==> src/rtl/pov_sweep_renderer.sv <==
// Column renderer for the spinning POV LED bar: turns a packed BCD digit string
// into a timed sequence of LED columns, started by the encoder index pulse.
module pov_sweep_renderer #(
  parameter int NUM_LEDS       = 8,
  parameter int NUM_DIGITS     = 6,
  parameter int CLKS_PER_PIXEL = 500000,
  parameter int FRONT_PAD      = 10,
  parameter int INTER_COL      = 1,
  parameter int GROUP          = 2,
  parameter int DIGIT_PAD      = 2,
  parameter int COLOR_W        = 8
) (
  input  logic                          board_clk,
  input  logic                          Reset,
  input  logic                          index_n,
  input  logic                          enable,
  input  logic [4*NUM_DIGITS-1:0]       digits,
  input  logic [COLOR_W-1:0]            col_r,
  input  logic [COLOR_W-1:0]            col_g,
  input  logic [COLOR_W-1:0]            col_b,
  input  logic                          overrun_clr,
  output logic [NUM_LEDS*COLOR_W-1:0]   led_r,
  output logic [NUM_LEDS*COLOR_W-1:0]   led_g,
  output logic [NUM_LEDS*COLOR_W-1:0]   led_b,
  output logic                          pixel_strobe,
  output logic                          busy,
  output logic                          overrun
);

  localparam int FRONT_COLS = (FRONT_PAD > 0) ? FRONT_PAD : 1;
  localparam int GLYPH_COLS = 5 + INTER_COL;
  localparam int GAP_COLS   = (DIGIT_PAD > 0) ? DIGIT_PAD : 1;
  localparam int COL_MAX    = (FRONT_COLS > GLYPH_COLS) ?
                              ((FRONT_COLS > GAP_COLS) ? FRONT_COLS : GAP_COLS) :
                              ((GLYPH_COLS > GAP_COLS) ? GLYPH_COLS : GAP_COLS);
  localparam int COL_W = $clog2(COL_MAX);
  localparam int PC_W  = $clog2(CLKS_PER_PIXEL);
  localparam int DIG_W = (NUM_DIGITS > 1) ? $clog2(NUM_DIGITS) : 1;
  localparam int GRP_W = (GROUP > 1) ? $clog2(GROUP) : 1;

  localparam logic [PC_W-1:0]  PC_LAST    = PC_W'(CLKS_PER_PIXEL - 1);
  localparam logic [COL_W-1:0] FRONT_LAST = COL_W'(FRONT_COLS - 1);
  localparam logic [COL_W-1:0] GLYPH_LAST = COL_W'(GLYPH_COLS - 1);
  localparam logic [COL_W-1:0] GAP_LAST   = COL_W'(GAP_COLS - 1);
  localparam logic [DIG_W-1:0] DIG_LAST   = DIG_W'(NUM_DIGITS - 1);
  localparam logic [GRP_W-1:0] GRP_LAST   = GRP_W'(GROUP - 1);

  typedef enum logic [1:0] {IDLE, FRONT, GLYPH, GAP} state_t;

  // Five 7-bit columns per glyph, column c at [c*7 +: 7]; bit r lights LED NUM_LEDS-1-r.
  function automatic logic [6:0] font_col(input logic [3:0] d, input logic [2:0] c);
    logic [34:0] g;
    case (d)
      4'h0:    g = {7'h3E, 7'h51, 7'h49, 7'h45, 7'h3E};
      4'h1:    g = {7'h00, 7'h00, 7'h42, 7'h7F, 7'h40};
      4'h2:    g = {7'h42, 7'h61, 7'h51, 7'h49, 7'h46};
      4'h3:    g = {7'h22, 7'h49, 7'h49, 7'h49, 7'h36};
      4'h4:    g = {7'h18, 7'h14, 7'h12, 7'h7F, 7'h10};
      4'h5:    g = {7'h2F, 7'h49, 7'h49, 7'h49, 7'h31};
      4'h6:    g = {7'h3E, 7'h49, 7'h49, 7'h49, 7'h32};
      4'h7:    g = {7'h01, 7'h01, 7'h71, 7'h09, 7'h07};
      4'h8:    g = {7'h36, 7'h49, 7'h49, 7'h49, 7'h36};
      4'h9:    g = {7'h26, 7'h49, 7'h49, 7'h49, 7'h3E};
      4'hA:    g = {7'h00, 7'h00, 7'h36, 7'h36, 7'h00};
      default: g = '0;
    endcase
    return g[int'(c)*7 +: 7];
  endfunction

  logic                    sync1_q, sync1_d, sync2_q, sync2_d, prev_q, prev_d;
  state_t                  state_q, state_d;
  logic [PC_W-1:0]         pc_q, pc_d;
  logic [COL_W-1:0]        col_q, col_d;
  logic [DIG_W-1:0]        dig_q, dig_d;
  logic [GRP_W-1:0]        grp_q, grp_d;
  logic [6:0]              bits_q, bits_d;
  logic                    strobe_q, strobe_d;
  logic                    overrun_q, overrun_d;
  logic [4*NUM_DIGITS-1:0] snap_dig_q, snap_dig_d;
  logic [COLOR_W-1:0]      snap_r_q, snap_r_d, snap_g_q, snap_g_d, snap_b_q, snap_b_d;
  logic                    trig, tick;

  assign busy = (state_q != IDLE);
  assign trig = enable & prev_q & ~sync2_q;
  assign tick = busy && (pc_q == PC_LAST);

  always_comb begin
    // NOTE: every variable gets its hold value first, so no path through the
    // branches below can leave one unassigned and infer a latch.
    sync1_d    = index_n;
    sync2_d    = sync1_q;
    prev_d     = sync2_q;
    state_d    = state_q;
    pc_d       = pc_q;
    col_d      = col_q;
    dig_d      = dig_q;
    grp_d      = grp_q;
    bits_d     = bits_q;
    strobe_d   = 1'b0;
    overrun_d  = overrun_q & ~overrun_clr;
    snap_dig_d = snap_dig_q;
    snap_r_d   = snap_r_q;
    snap_g_d   = snap_g_q;
    snap_b_d   = snap_b_q;

    if (trig) begin
      // A retrigger wins over a tick and over overrun_clr on the same edge.
      if (busy) overrun_d = 1'b1;
      snap_dig_d = digits;
      snap_r_d   = col_r;
      snap_g_d   = col_g;
      snap_b_d   = col_b;
      state_d    = FRONT;
      pc_d       = '0;
      col_d      = '0;
      dig_d      = '0;
      grp_d      = '0;
      bits_d     = '0;
      strobe_d   = 1'b1;
    end else if (busy) begin
      pc_d = tick ? '0 : pc_q + 1'b1;
      if (tick) begin
        strobe_d = 1'b1;
        col_d    = col_q + 1'b1;
        case (state_q)
          FRONT: if (col_q == FRONT_LAST) begin
            state_d = GLYPH;
            col_d   = '0;
          end
          GLYPH: if (col_q == GLYPH_LAST) begin
            col_d = '0;
            if (dig_q == DIG_LAST) begin
              state_d = IDLE;
            end else begin
              dig_d = dig_q + 1'b1;
              if (grp_q == GRP_LAST) begin
                grp_d = '0;
                if (DIGIT_PAD > 0) state_d = GAP;
              end else begin
                grp_d = grp_q + 1'b1;
              end
            end
          end
          GAP: if (col_q == GAP_LAST) begin
            state_d = GLYPH;
            col_d   = '0;
          end
          default: state_d = IDLE;
        endcase
        if (state_d == GLYPH && col_d < COL_W'(5))
          bits_d = font_col(snap_dig_q[int'(dig_d)*4 +: 4], col_d[2:0]);
        else
          bits_d = '0;
      end
    end
  end

  // NOTE: sequential state uses non-blocking assignments only, so every flop
  // samples the pre-edge value of every other flop.
  always_ff @(posedge board_clk or posedge Reset) begin
    if (Reset) begin
      sync1_q    <= 1'b0;
      sync2_q    <= 1'b0;
      prev_q     <= 1'b0;
      state_q    <= IDLE;
      pc_q       <= '0;
      col_q      <= '0;
      dig_q      <= '0;
      grp_q      <= '0;
      bits_q     <= '0;
      strobe_q   <= 1'b0;
      overrun_q  <= 1'b0;
      // NOTE: the snapshot is reset as well, so no stale colour can ever reach
      // the LED outputs after reset.
      snap_dig_q <= '0;
      snap_r_q   <= '0;
      snap_g_q   <= '0;
      snap_b_q   <= '0;
    end else begin
      sync1_q    <= sync1_d;
      sync2_q    <= sync2_d;
      prev_q     <= prev_d;
      state_q    <= state_d;
      pc_q       <= pc_d;
      col_q      <= col_d;
      dig_q      <= dig_d;
      grp_q      <= grp_d;
      bits_q     <= bits_d;
      strobe_q   <= strobe_d;
      overrun_q  <= overrun_d;
      snap_dig_q <= snap_dig_d;
      snap_r_q   <= snap_r_d;
      snap_g_q   <= snap_g_d;
      snap_b_q   <= snap_b_d;
    end
  end

  assign pixel_strobe = strobe_q;
  assign overrun      = overrun_q;

  // The snapshot colour only changes while bits_q is cleared, so outputs stay clean.
  always_comb begin
    led_r = '0;
    led_g = '0;
    led_b = '0;
    for (int r = 0; r < 7; r++) begin
      if (bits_q[r]) begin
        led_r[(NUM_LEDS-1-r)*COLOR_W +: COLOR_W] = snap_r_q;
        led_g[(NUM_LEDS-1-r)*COLOR_W +: COLOR_W] = snap_g_q;
        led_b[(NUM_LEDS-1-r)*COLOR_W +: COLOR_W] = snap_b_q;
      end
    end
  end

endmodule
==> config.mk <==
export PLATFORM = sky130hd
export DESIGN_NAME = pov_sweep_renderer
export DESIGN_NICKNAME = d
export VERILOG_FILES = /design/src/rtl/pov_sweep_renderer.sv
export SDC_FILE = /design/constraint.sdc
export NUM_CORES = 1
export LEC_CHECK = 0
export CORE_MARGIN = 5
export CORE_UTILIZATION = 49
export DETAILED_ROUTE_END_ITERATION = 12
export GPL_TIMING_DRIVEN = 0
export PLACE_DENSITY = 0.95
export SLEW_MARGIN = 20
export SYNTH_ARGS = -nofsm -noshare
export SYNTH_HDL_FRONTEND = slang
export SYNTH_SLANG_ARGS = --single-unit
==> constraint.sdc <==
create_clock -name board_clk -period 11.05 [get_ports board_clk]
set_clock_uncertainty 0.15 [all_clocks]
set_input_delay 3.315 -clock board_clk [delete_from_list [all_inputs] [get_ports board_clk]]
set_output_delay 3.315 -clock board_clk [all_outputs]
set_load 0.005 [all_outputs]
## Yosys cells after proc, flatten, opt, wreduce, memory -nomap -nowiden

Memories as Yosys holds them, arrays and structs flattened.
Cells that the tools add are included.

| storage, ports and cells | value |
|---|---|
| bits of input ports | 53 |
| memories | 1 |
| flip-flop bits (word level) | 89 |
| logic and storage cells | 123 |
| output and inout bits | 195 |
| memory bits (read-only) | 544 |

Memories:

| memory | depth | bits a word | read ports | clocked after memory_dff | write ports | line | RTL |
|---|---|---|---|---|---|---|---|
| (name not given) | 16 | 34 | 1 | 0 | 0 | 53 | `case (d)` |

| cells by class | value |
|---|---|
| shifts and indexed selects | 2 |
| reductions and logical operators | 9 |
| bitwise operators | 5 |
| equal/unequal tests | 10 |
| multiply operators | 1 |
| muxes and demuxes | 75 |
| $add $sub $neg | 4 |
| order comparisons | 1 |

Operators with widths:

| operator | count |
|---|---|
| two-way mux 8 bit | 21 |
| two-way mux 35 bit | 4 |
| two-way mux 19 bit | 3 |
| two-way mux 4 bit | 9 |
| indexed part select 35 x 7 -> 7 bit | 1 |
| two-way mux 7 bit | 4 |
| two-way mux 3 bit | 9 |
| indexed part select 24 x 6 -> 4 bit | 1 |
| two-way mux 2 bit | 11 |
| adder 19 x 1 -> 19 bit (second input constant) | 1 |
| equality test 19 bit (second input constant) | 1 |
| two-way mux 1 bit | 12 |
| case mux 4 bit (3 select lines) | 1 |
| nonzero test 2 bit | 5 |
| equality test 2 bit (second input constant) | 3 |
| multiplier 3 x 3 -> 6 bit (second input constant) | 1 |
| case mux 2 bit (3 select lines) | 1 |
| AND reduction 5 bit | 1 |
| adder 4 x 1 -> 4 bit (second input constant) | 1 |
| equality test 4 x 1 -> 1 bit (second input constant) | 1 |
| equality test 4 x 3 -> 1 bit (second input constant) | 1 |
| equality test 4 bit (second input constant) | 1 |
| < comparator 4 x 3 -> 1 bit (second input constant) | 1 |
| adder 3 x 1 -> 3 bit (second input constant) | 1 |
| 8 further kinds | 12 |

## Longest topological paths before layout

Gate-level depths: netlist (run 1).

| logic depth | value |
|---|---|
| depth after elaboration | 18 |
| depth in mapped cells | 15 |
| gate-level depth less buffers | 13 |

## Least setup slack after synthesis (run 1)

No wires, ideal clock.

| timing path | value |
|---|---|
| path type | input-to-reg |
| start | input port enable |
| end | register bits_q[1] |
| slack | 6,154 ps |
| stages | 8 |
| buffers on the path | 0 |
| arrival | 4,677 ps |
| required time | 10,831 ps |
| library setup time | 69 ps |
| cell sequence | nand2_1 -> nor2_1 -> a221oi_1 -> o21ai_0 -> a211o_1 -> or2_0 -> or2_0 -> nand3_1 |

| between the ends | value |
|---|---|
| cells in the longest elaborated chain, start to end | 4 |
| elaborated cells on any way between the ends | 6 |
| classes of those cells | mux: 1; bitwise: 2; reduce/logical: 3 |

Ends and longest elaborated chain:

| item | line | RTL |
|---|---|---|
| start: declaration | 16 | `input logic enable,` |
| AND 1 bit (*) (2 in a row) | 84 | `assign trig = enable & prev_q & ~sync2_q;` |
| nonzero test 2 bit (no line) | - |  |
| AND reduction 2 bit (no line) | - |  |
| end signal: assignment | 188 | `bits_q <= bits_d;` |
| end: declaration | 76 | `logic [6:0] bits_q, bits_d;` |

Mark *: on every way between the ends. The rest lies on a longest branch, timed or not.
A chain may end at the register's enable or synchronous reset.

## Worst setup path in the final report (run 1)

| timing path | value |
|---|---|
| start | input port enable |
| end | register pc_q[14] |

| between the ends | value |
|---|---|
| cells in the longest elaborated chain, start to end | 3 |
| elaborated cells on any way between the ends | 4 |
| classes of those cells | mux: 1; bitwise: 2; reduce/logical: 1 |

Ends and longest elaborated chain:

| item | line | RTL |
|---|---|---|
| AND 1 bit (*) (2 in a row) | 84 |  |
| two-way mux 19 bit / nonzero test 2 bit (equally long branches) | - |  |
| end signal: assignment | 184 | `pc_q <= pc_d;` |
| end: declaration | 72 | `logic [PC_W-1:0] pc_q, pc_d;` |

Marked as above.

==> impl_metrics.prom, run 1 <==
# TYPE chip_impl_metric gauge
chip_impl_info{name="result_of_the_run",value="completed"} 1
chip_impl_metric{name="cts_made_buffers",unit=""} 9
chip_impl_metric{name="grt_start_max_net_pins",unit=""} 52
chip_impl_metric{name="die_y",unit="microns"} 125
chip_impl_metric{name="number_of_setup_buffers_added_after_cts",unit=""} 0
chip_impl_info{name="cts_tree",value="yes"} 1
chip_impl_metric{name="number_of_endpoints_with_negative_hold_slack_in_the_final_report",unit=""} 0
chip_impl_metric{name="place.gp.congestion",unit=""} 0.972
chip_impl_metric{name="pre_cts_slack",unit="ns"} 5.26
chip_impl_metric{name="route.antenna.remaining_nets",unit=""} 0
chip_impl_metric{name="routed_via_count_divided_by_cell_count",unit=""} 5.33
chip_impl_metric{name="power.share.sequential",unit=""} 0.444
chip_impl_metric{name="synth_sequential_area_ratio",unit=""} 0.346
chip_impl_metric{name="drcViolationCount",unit=""} 0
chip_impl_metric{name="maximum_root_to_sink_buffer_count",unit=""} 2
chip_impl_info{name="hp-class",value="flop to flop"} 1
chip_impl_metric{name="detail_routed_net_length_per_standard_cell",unit="microns"} 17.8
chip_impl_metric{name="filler_cell_count",unit=""} 926
chip_impl_metric{name="detail_route.iter0.violations",unit=""} 599
chip_impl_metric{name="setup_viol_count_final",unit=""} 0
chip_impl_info{name="crit_path_start_kind",value="input pin"} 1
chip_impl_metric{name="netSwitchingPower",unit="uW"} 300
chip_impl_metric{name="yosys.cell_types.count",unit=""} 75
chip_impl_metric{name="leakage",unit="uW"} 0.00412
chip_impl_metric{name="number_of_iterations_in_the_first_detailed_routing_pass",unit=""} 5
chip_impl_metric{name="vias_in_the_first_global_route",unit=""} 6216
chip_impl_metric{name="clock_tree.htree_level_count",unit=""} 3
chip_impl_metric{name="detail_route.wirelength",unit="microns"} 21900
chip_impl_metric{name="switching_share",unit=""} 0.320
chip_impl_metric{name="power.share.clock",unit=""} 0.333
chip_impl_metric{name="global_route.usage.total",unit=""} 0.273
chip_impl_metric{name="grt_first_pass_wirelength",unit="microns"} 34800
chip_impl_metric{name="core-area",unit="sq um"} 12800
chip_impl_metric{name="worst-slew-pin-transition",unit="ns"} 0.889
chip_impl_metric{name="path_max_fanout",unit=""} 10
chip_impl_metric{name="die_area",unit="sq um"} 15500
chip_impl_metric{name="slew_violations",unit=""} 0
chip_impl_metric{name="power_per_cell_area",unit="nW/um^2"} 101
chip_impl_metric{name="max_cap_violations",unit=""} 0
chip_impl_metric{name="ctsResizeCount",unit=""} 0
chip_impl_metric{name="fin_ws",unit="ns"} 5.55
chip_impl_metric{name="layout-drive-gt1-share",unit=""} 0.0752
chip_impl_metric{name="rows",unit=""} 41
chip_impl_metric{name="finalCritPeriodShare",unit=""} 0.498
chip_impl_metric{name="clkLatencyLatePin",unit="ns"} 0.34
chip_impl_metric{name="floorplan.io_pins",unit=""} 248
chip_impl_metric{name="ys_ff_latch",unit=""} 89
chip_impl_metric{name="synth_top_area_share",unit=""} 0.346
chip_impl_info{name="timing.critical_path.to_type",value="flop"} 1
chip_impl_info{name="worstSetupPathType",value="input pin to flop"} 1
chip_impl_metric{name="cellInternalPower",unit="uW"} 638
chip_impl_metric{name="max_clock_freq",unit="MHz"} 182
chip_impl_metric{name="io_buffers",unit=""} 223
chip_impl_metric{name="grt_antenna_before_repair",unit=""} 0
chip_impl_metric{name="async_flop_share",unit=""} 1.00
chip_impl_metric{name="numClockSinks",unit=""} 89
chip_impl_metric{name="share_comb_of_total_power",unit=""} 0.223
chip_impl_info{name="cell_taking_the_most_area_after_synthesis",value="sky130_fd_sc_hd__dfrtp_1"} 1
chip_impl_info{name="postSynth.topFlopCell",value="sky130_fd_sc_hd__dfrtp_1"} 1
chip_impl_metric{name="detailedPlacementHpwl",unit="microns"} 16800
chip_impl_info{name="rsz_0062_raised_after_global_routing",value="no"} 1
chip_impl_metric{name="synth_enable_flop_cells",unit=""} 0
chip_impl_metric{name="layout_min_cycle_time",unit="ns"} 5.50
chip_impl_metric{name="antenna_cells",unit=""} 0
chip_impl_info{name="clockRootBuffer",value="sky130_fd_sc_hd__clkbuf_16"} 1
chip_impl_metric{name="setup-tns-final",unit="ns"} 0
chip_impl_metric{name="crit_path_dat",unit="ns"} 5.56
chip_impl_metric{name="yosys_warnings",unit=""} 0
chip_impl_metric{name="via_count",unit=""} 6594
chip_impl_metric{name="cp_data_required_time",unit="ns"} 11.11
chip_impl_metric{name="timing.max_slew.rel_slack",unit=""} 0.407
chip_impl_metric{name="vdd.ir_drop.worst",unit="V"} 0.000119
chip_impl_metric{name="grt_overflow_total",unit=""} 0
chip_impl_metric{name="initial_utilization",unit=""} 0.504
chip_impl_metric{name="postSynthAreaPerCell",unit="sq um"} 8.04
chip_impl_metric{name="syn_inst",unit=""} 801
chip_impl_metric{name="num-nets-final",unit=""} 1124
chip_impl_metric{name="chipWidth",unit="microns"} 125
chip_impl_metric{name="syn_area",unit="sq um"} 6440
chip_impl_info{name="yosys-top-cells-area",value="sky130_fd_sc_hd__dfrtp_1 35%, sky130_fd_sc_hd__and2_1 17%, sky130_fd_sc_hd__nand2_1 9.9%, sky130_fd_sc_hd__buf_4 3.4%, sky130_fd_sc_hd__nor2_1 2.7%"} 1
chip_impl_metric{name="cts.clk_slew.worst_paths",unit="ns"} 0.07
chip_impl_metric{name="area_growth_from_synthesis_to_layout",unit="%"} 44.6
chip_impl_metric{name="timing.reg2reg.setup_slack",unit="ns"} 6.37
chip_impl_metric{name="ctsHoldBuffers",unit=""} 0
cell usage after synthesis (all sizes together) (3+ instances only):
cell type and n:
a21oi 23, or2 5, clkbuf 31, nor2 48, nand2 170, a211oi 3, mux2i 8, a31oi 3
and2 173, o211ai 6, a21o 4, or3 5, nor3 11, inv 18, ha 12, and3 4
nand2b 6, xor2 11, nand4 5, mux4 6, nor4 3, a311oi 9, dfrtp 89, o21ai 27
or4 3, nor2b 3, xnor2 9, o31ai 6, nand3 15, a2111oi 6, buf 43, nand3b 4
power groups by stage:
stage | sequential [uW] | clock [uW] | combinational, uW
after global routing | 423 | 331 | 232
after floorplan | 399 | 0 | 144
after CTS | 415 | 317 | 207
final | 417 | 313 | 209
after global placement | 416 | 0 | 199
after detailed placement | 420 | 0 | 205
per-stage QoR:
stage	hold WS [ns]	cell area [sq um]	utilization	power (uW)	cells
5_1_grt	0.220	9320	0.730	987	1236
6_report	0.206	9320	0.730	939	1236
2_1_floorplan	0.181	6530	-	542	824
3_5_place_dp	0.190	9010	0.706	625	1220
3_3_place_gp	0.191	8980	0.703	615	1219
4_1_cts	0.207	9320	0.730	939	1236
worst paths after layout:
check                               from             end  cells after the start
max in group asynchronous          Reset         pc_q[5]                      3
worst min-delay path             sync1_q          prev_d                      0
worst max register to register  dig_q[1]       bits_q[4]                     14
min in group asynchronous          Reset  snap_dig_q[10]                      2
worst min register to register   sync1_q          prev_d                      0
worst max-delay path              enable        pc_q[14]                      9
per-layer routing:
layer | share of wire | vias to the layer above | wire [microns] | GRT usage
met1 | 0.39 | 3081 | 8620 | 0.338
li1 | - | 3123 | - | -
met4 | 0.021 | 0 | 465 | 0.0664
met3 | 0.076 | 48 | 1660 | 0.0446
met5 | 0 | - | 0 | 0
met2 | 0.51 | 342 | 11200 | 0.495
flip-flops by register name, indices dropped and copies added, names as in the netlist:
name,count
overrun,1
snap_r_q,8
snap_dig_q,24
snap_g_q,8
sync1_q,1
state_q,2
pixel_strobe,1
prev_q,1
bits_q,7
snap_b_q,8
pc_q,19
col_q,4
grp_q,1
prev_d,1
dig_q,3
cells in the final DEF (no fill, tap or decap), types with 5 or more instances in the layout:
master / instances
sky130_fd_sc_hd__buf_4: 29
sky130_fd_sc_hd__mux2i_1: 8
sky130_fd_sc_hd__nand2_1: 170
sky130_fd_sc_hd__o211ai_1: 5
sky130_fd_sc_hd__a311oi_1: 9
sky130_fd_sc_hd__conb_1: 24
sky130_fd_sc_hd__mux4_2: 6
sky130_fd_sc_hd__nor3_1: 11
sky130_fd_sc_hd__a21oi_1: 22
sky130_fd_sc_hd__nand3_1: 13
sky130_fd_sc_hd__a2111oi_0: 5
sky130_fd_sc_hd__and2_1: 173
sky130_fd_sc_hd__clkbuf_1: 31
sky130_fd_sc_hd__xor2_1: 11
sky130_fd_sc_hd__nor2_1: 47
sky130_fd_sc_hd__or3_1: 5
sky130_fd_sc_hd__nand4_1: 5
sky130_fd_sc_hd__ha_1: 12
sky130_fd_sc_hd__dfrtp_1: 89
sky130_fd_sc_hd__inv_1: 17
sky130_fd_sc_hd__o31ai_1: 6
sky130_fd_sc_hd__clkdlybuf4s50_1: 223
sky130_fd_sc_hd__xnor2_1: 9
sky130_fd_sc_hd__buf_2: 6
sky130_fd_sc_hd__clkbuf_16: 9
sky130_fd_sc_hd__nand2b_1: 5
sky130_fd_sc_hd__o21ai_0: 25
cell families (layout without fill, tap and decap cells):
| logic type | count (synthesis) | count (layout) | share of synthesized area |
|---|---|---|---|
| AOI/OAI and AO/OA | 109 | 109 | 0.120 |
| other | 1 | 24 | 0.000582 |
| muxes | 15 | 15 | 0.0351 |
| and+or+nand+nor | 463 | 463 | 0.372 |
| adders and majority gates | 12 | 12 | 0.0233 |
| xor gates and xnor gates | 20 | 20 | 0.0272 |
| DFF | 89 | 89 | 0.346 |
| buffers and inverters | 92 | 332 | 0.0763 |
area by class of cell:
cell class                 count  area, sq um  share of cell area
multi-input combinational    643         3820               0.410
timing repair buffer         224         2260               0.242
inverter                      18         70.1             0.00752
clock buffer                  10          239              0.0256
tap                          172          215              0.0231
buffer                        74          424              0.0455
sequential                    89         2230               0.239
clock inverter                 6         66.3             0.00712
critical path, cell delays in order:
cell	delay [ns]
sky130_fd_sc_hd__clkdlybuf4s50_1	0.46
sky130_fd_sc_hd__nand2_1	0.06
sky130_fd_sc_hd__nor2_1	0.18
sky130_fd_sc_hd__clkbuf_1	0.61
sky130_fd_sc_hd__nor2_1	0.19
sky130_fd_sc_hd__clkbuf_1	0.27
sky130_fd_sc_hd__nor3_1	0.27
sky130_fd_sc_hd__xnor2_1	0.15
sky130_fd_sc_hd__nor2_1	0.06
(Power assumes the default switching activity.)
==> run 2, diff against run 1 <==
Settings changed: CORE_UTILIZATION 49 to 41, PLACE_DENSITY 0.95 to 0.87.
Clock period 11.05 ns to 4.5 ns, I/O delays scaled along.
==> run 2 against run 1 <==
  * Setup slack worse by 5.3 ns
  * Global-route usage is 3.7 points lower
  * Sequential share of layout area is 0.21 points lower
  * Via count fell by 0.61%
  * Core utilization is 12 points lower
  * Wire length is 0.94% higher
  * Sequential cell count unchanged
  * Count of clock-buffer cells in the layout down 1
  * Worst hold slack better by 0.0071 ns
  * Critical path depth rose by 5
  * Die area increased by 18%
  * Non-clock buffer count fell by 1
==> impl_metrics.prom, run 2 (synthesis gave the netlist of run 1 again) <==
# TYPE chip_impl_metric gauge
chip_impl_info{name="result_of_the_run",value="completed"} 1
chip_impl_info{name="timing.critical_path.to_type",value="flop"} 1
chip_impl_metric{name="rr_worst_depth",unit=""} 14
chip_impl_metric{name="place.gp.congestion",unit=""} 0.941
chip_impl_info{name="whs_endpoint",value="prev_d"} 1
chip_impl_metric{name="layout-drive-gt1-share",unit=""} 0.0762
chip_impl_metric{name="clock_tree.htree_level_count",unit=""} 3
chip_impl_metric{name="maximum_root_to_sink_buffer_count",unit=""} 2
chip_impl_metric{name="power_per_cell_area",unit="nW/um^2"} 251
chip_impl_metric{name="number_of_endpoints_with_negative_hold_slack_in_the_final_report",unit=""} 0
chip_impl_metric{name="antenna_cells",unit=""} 0
chip_impl_info{name="hp-class",value="flop to flop"} 1
chip_impl_metric{name="route.antenna.remaining_nets",unit=""} 0
chip_impl_info{name="regToRegEndpoint",value="bits_q[4]"} 1
chip_impl_metric{name="routed_via_count_divided_by_cell_count",unit=""} 5.14
chip_impl_metric{name="floorplan.io_pins",unit=""} 248
chip_impl_metric{name="detail_route.wirelength",unit="microns"} 22200
chip_impl_metric{name="area_growth_from_synthesis_to_layout",unit="%"} 45.9
chip_impl_metric{name="global_route.usage.total",unit=""} 0.236
chip_impl_metric{name="ctsHoldBuffers",unit=""} 0
chip_impl_metric{name="die_area",unit="sq um"} 18300
chip_impl_metric{name="number_of_setup_buffers_added_after_cts",unit=""} 0
chip_impl_metric{name="timing.reg2reg.setup_slack",unit="ns"} 0.29
chip_impl_metric{name="initial_utilization",unit=""} 0.421
chip_impl_metric{name="rows",unit=""} 45
chip_impl_metric{name="grt_first_pass_wirelength",unit="microns"} 34700
chip_impl_metric{name="clkLatencyLatePin",unit="ns"} 0.35
chip_impl_metric{name="min_delay_path_depth",unit=""} 0
chip_impl_metric{name="detail_routed_net_length_per_standard_cell",unit="microns"} 17.4
chip_impl_metric{name="worst-slew-pin-transition",unit="ns"} 1.00
chip_impl_info{name="final_cell_mix",value="223 x sky130_fd_sc_hd__clkdlybuf4s50_1, 173 x sky130_fd_sc_hd__and2_1, 170 x sky130_fd_sc_hd__nand2_1"} 1
chip_impl_metric{name="ctsResizeCount",unit=""} 1
chip_impl_metric{name="finalCoreUtilization",unit=""} 0.614
chip_impl_metric{name="setup_viol_count_final",unit=""} 0
chip_impl_metric{name="io_buffers",unit=""} 223
chip_impl_info{name="rr_startpoint",value="dig_q[1]"} 1
chip_impl_metric{name="fin_total_pwr",unit="uW"} 2360
chip_impl_metric{name="number_of_iterations_in_the_first_detailed_routing_pass",unit=""} 5
chip_impl_metric{name="grt_start_max_net_pins",unit=""} 59
chip_impl_info{name="worstSetupPathType",value="flop to flop"} 1
chip_impl_metric{name="core-area",unit="sq um"} 15300
chip_impl_info{name="crit_path_start_kind",value="flop"} 1
chip_impl_metric{name="cp_data_required_time",unit="ns"} 4.57
chip_impl_metric{name="grt_overflow_total",unit=""} 0
chip_impl_metric{name="drcViolationCount",unit=""} 0
chip_impl_metric{name="chipWidth",unit="microns"} 135
chip_impl_info{name="worstHoldStart",value="sync1_q"} 1
chip_impl_metric{name="cts_made_buffers",unit=""} 9
chip_impl_info{name="clockRootBuffer",value="sky130_fd_sc_hd__clkbuf_16"} 1
chip_impl_metric{name="numClockSinks",unit=""} 89
chip_impl_metric{name="layout_min_cycle_time",unit="ns"} 4.21
chip_impl_info{name="final_common_cell",value="sky130_fd_sc_hd__clkdlybuf4s50_1"} 1
chip_impl_metric{name="max_cap_violations",unit=""} 0
chip_impl_metric{name="via_count",unit=""} 6554
chip_impl_metric{name="crit_path_dat",unit="ns"} 4.28
chip_impl_metric{name="timing.max_slew.rel_slack",unit=""} 0.332
chip_impl_info{name="layout_top_registers",value="snap_dig_q: 24 flops, pc_q: 19 flops"} 1
chip_impl_metric{name="vdd.ir_drop.worst",unit="V"} 0.000208
chip_impl_metric{name="finalCritPeriodShare",unit=""} 0.936
chip_impl_info{name="rsz_0062_raised_after_global_routing",value="no"} 1
chip_impl_metric{name="leakage",unit="uW"} 0.00412
chip_impl_metric{name="detail_route.iter0.violations",unit=""} 349
chip_impl_metric{name="number_of_flip_flops_under_the_largest_register_name",unit=""} 24
chip_impl_metric{name="vias_in_the_first_global_route",unit=""} 6300
chip_impl_metric{name="path_max_fanout",unit=""} 9
chip_impl_metric{name="die_y",unit="microns"} 135
chip_impl_metric{name="slew_violations",unit=""} 0
chip_impl_info{name="registers.top_by_ff_count",value="snap_dig_q"} 1
chip_impl_metric{name="grt_antenna_before_repair",unit=""} 0
chip_impl_metric{name="cts.clk_slew.worst_paths",unit="ns"} 0.07
chip_impl_metric{name="num-nets-final",unit=""} 1123
chip_impl_info{name="cts_tree",value="yes"} 1
chip_impl_metric{name="detailedPlacementHpwl",unit="microns"} 16800
chip_impl_metric{name="max_clock_freq",unit="MHz"} 237
[run 2: final cells by class]
class | count | area, sq um
fill | 1344 | 5910
multi-input combinational | 643 | 3830
timing repair buffer | 224 | 2260
sequential | 89 | 2230
buffer | 73 | 420
tap | 211 | 264
clock buffer | 9 | 225
clock inverter | 7 | 101
inverter | 18 | 70.1
[run 2: metal layers]
metal	vias up	GRT usage	routed length [microns]
met3	38	0.0405	1490
met1	3120	0.298	9110
li1	3137	-	-
met2	259	0.412	11100
met4	0	0.0728	482
met5	-	0	0
[run 2: worst max-delay path, cell delays in order (launching register included)]
cell and delay (ns):
sky130_fd_sc_hd__dfrtp_1 0.55, sky130_fd_sc_hd__inv_1 0.10, sky130_fd_sc_hd__ha_1 0.26, sky130_fd_sc_hd__and2_1 0.18, sky130_fd_sc_hd__clkbuf_1 0.19, sky130_fd_sc_hd__a2111oi_0 0.51
sky130_fd_sc_hd__a311oi_1 0.15, sky130_fd_sc_hd__o32ai_4 0.29, sky130_fd_sc_hd__inv_1 0.20, sky130_fd_sc_hd__ha_1 0.42, sky130_fd_sc_hd__inv_1 0.18, sky130_fd_sc_hd__nor3_1 0.08
sky130_fd_sc_hd__o311a_1 0.30, sky130_fd_sc_hd__a311oi_1 0.35, sky130_fd_sc_hd__o31ai_1 0.15
[run 2: how the worst max path moves through the flow]
stage                  start   endpoint  slack, ns  depth (start not counted)
floorplan           dig_q[1]  bits_q[6]       0.65                         14
global placement       Reset    pc_q[7]      -0.75                          2
detailed placement  dig_q[1]  bits_q[4]      -0.35                         15
CTS                 dig_q[1]  bits_q[4]       0.02                         13
global route        col_q[0]  bits_q[2]       0.04                         14
finish              dig_q[1]  bits_q[4]       0.29                         14
[run 2: through the flow]
stage | instances | TNS (ns) | setup slack (ns) | hold slack [ns] | area (sq um)
2_1_floorplan | 824 | 0 | 0.646 | 0.181 | 6530
3_3_place_gp | 1258 | -66.59 | -0.752 | 0.184 | 9030
3_5_place_dp | 1259 | -0.598 | -0.352 | 0.205 | 9060
4_1_cts | 1275 | 0 | 0.0171 | 0.221 | 9390
5_1_grt | 1274 | 0 | 0.0381 | 0.226 | 9400
6_report | 1274 | 0 | 0.286 | 0.213 | 9400
[run 2: power breakdown]
group          internal (uW)  switching (uW)  total (uW)  leakage, uW
logic                    228             288         516      0.00282
clock network            491             337         828     0.000153
registers                894             125        1020      0.00115
total                   1610             749        2360      0.00412
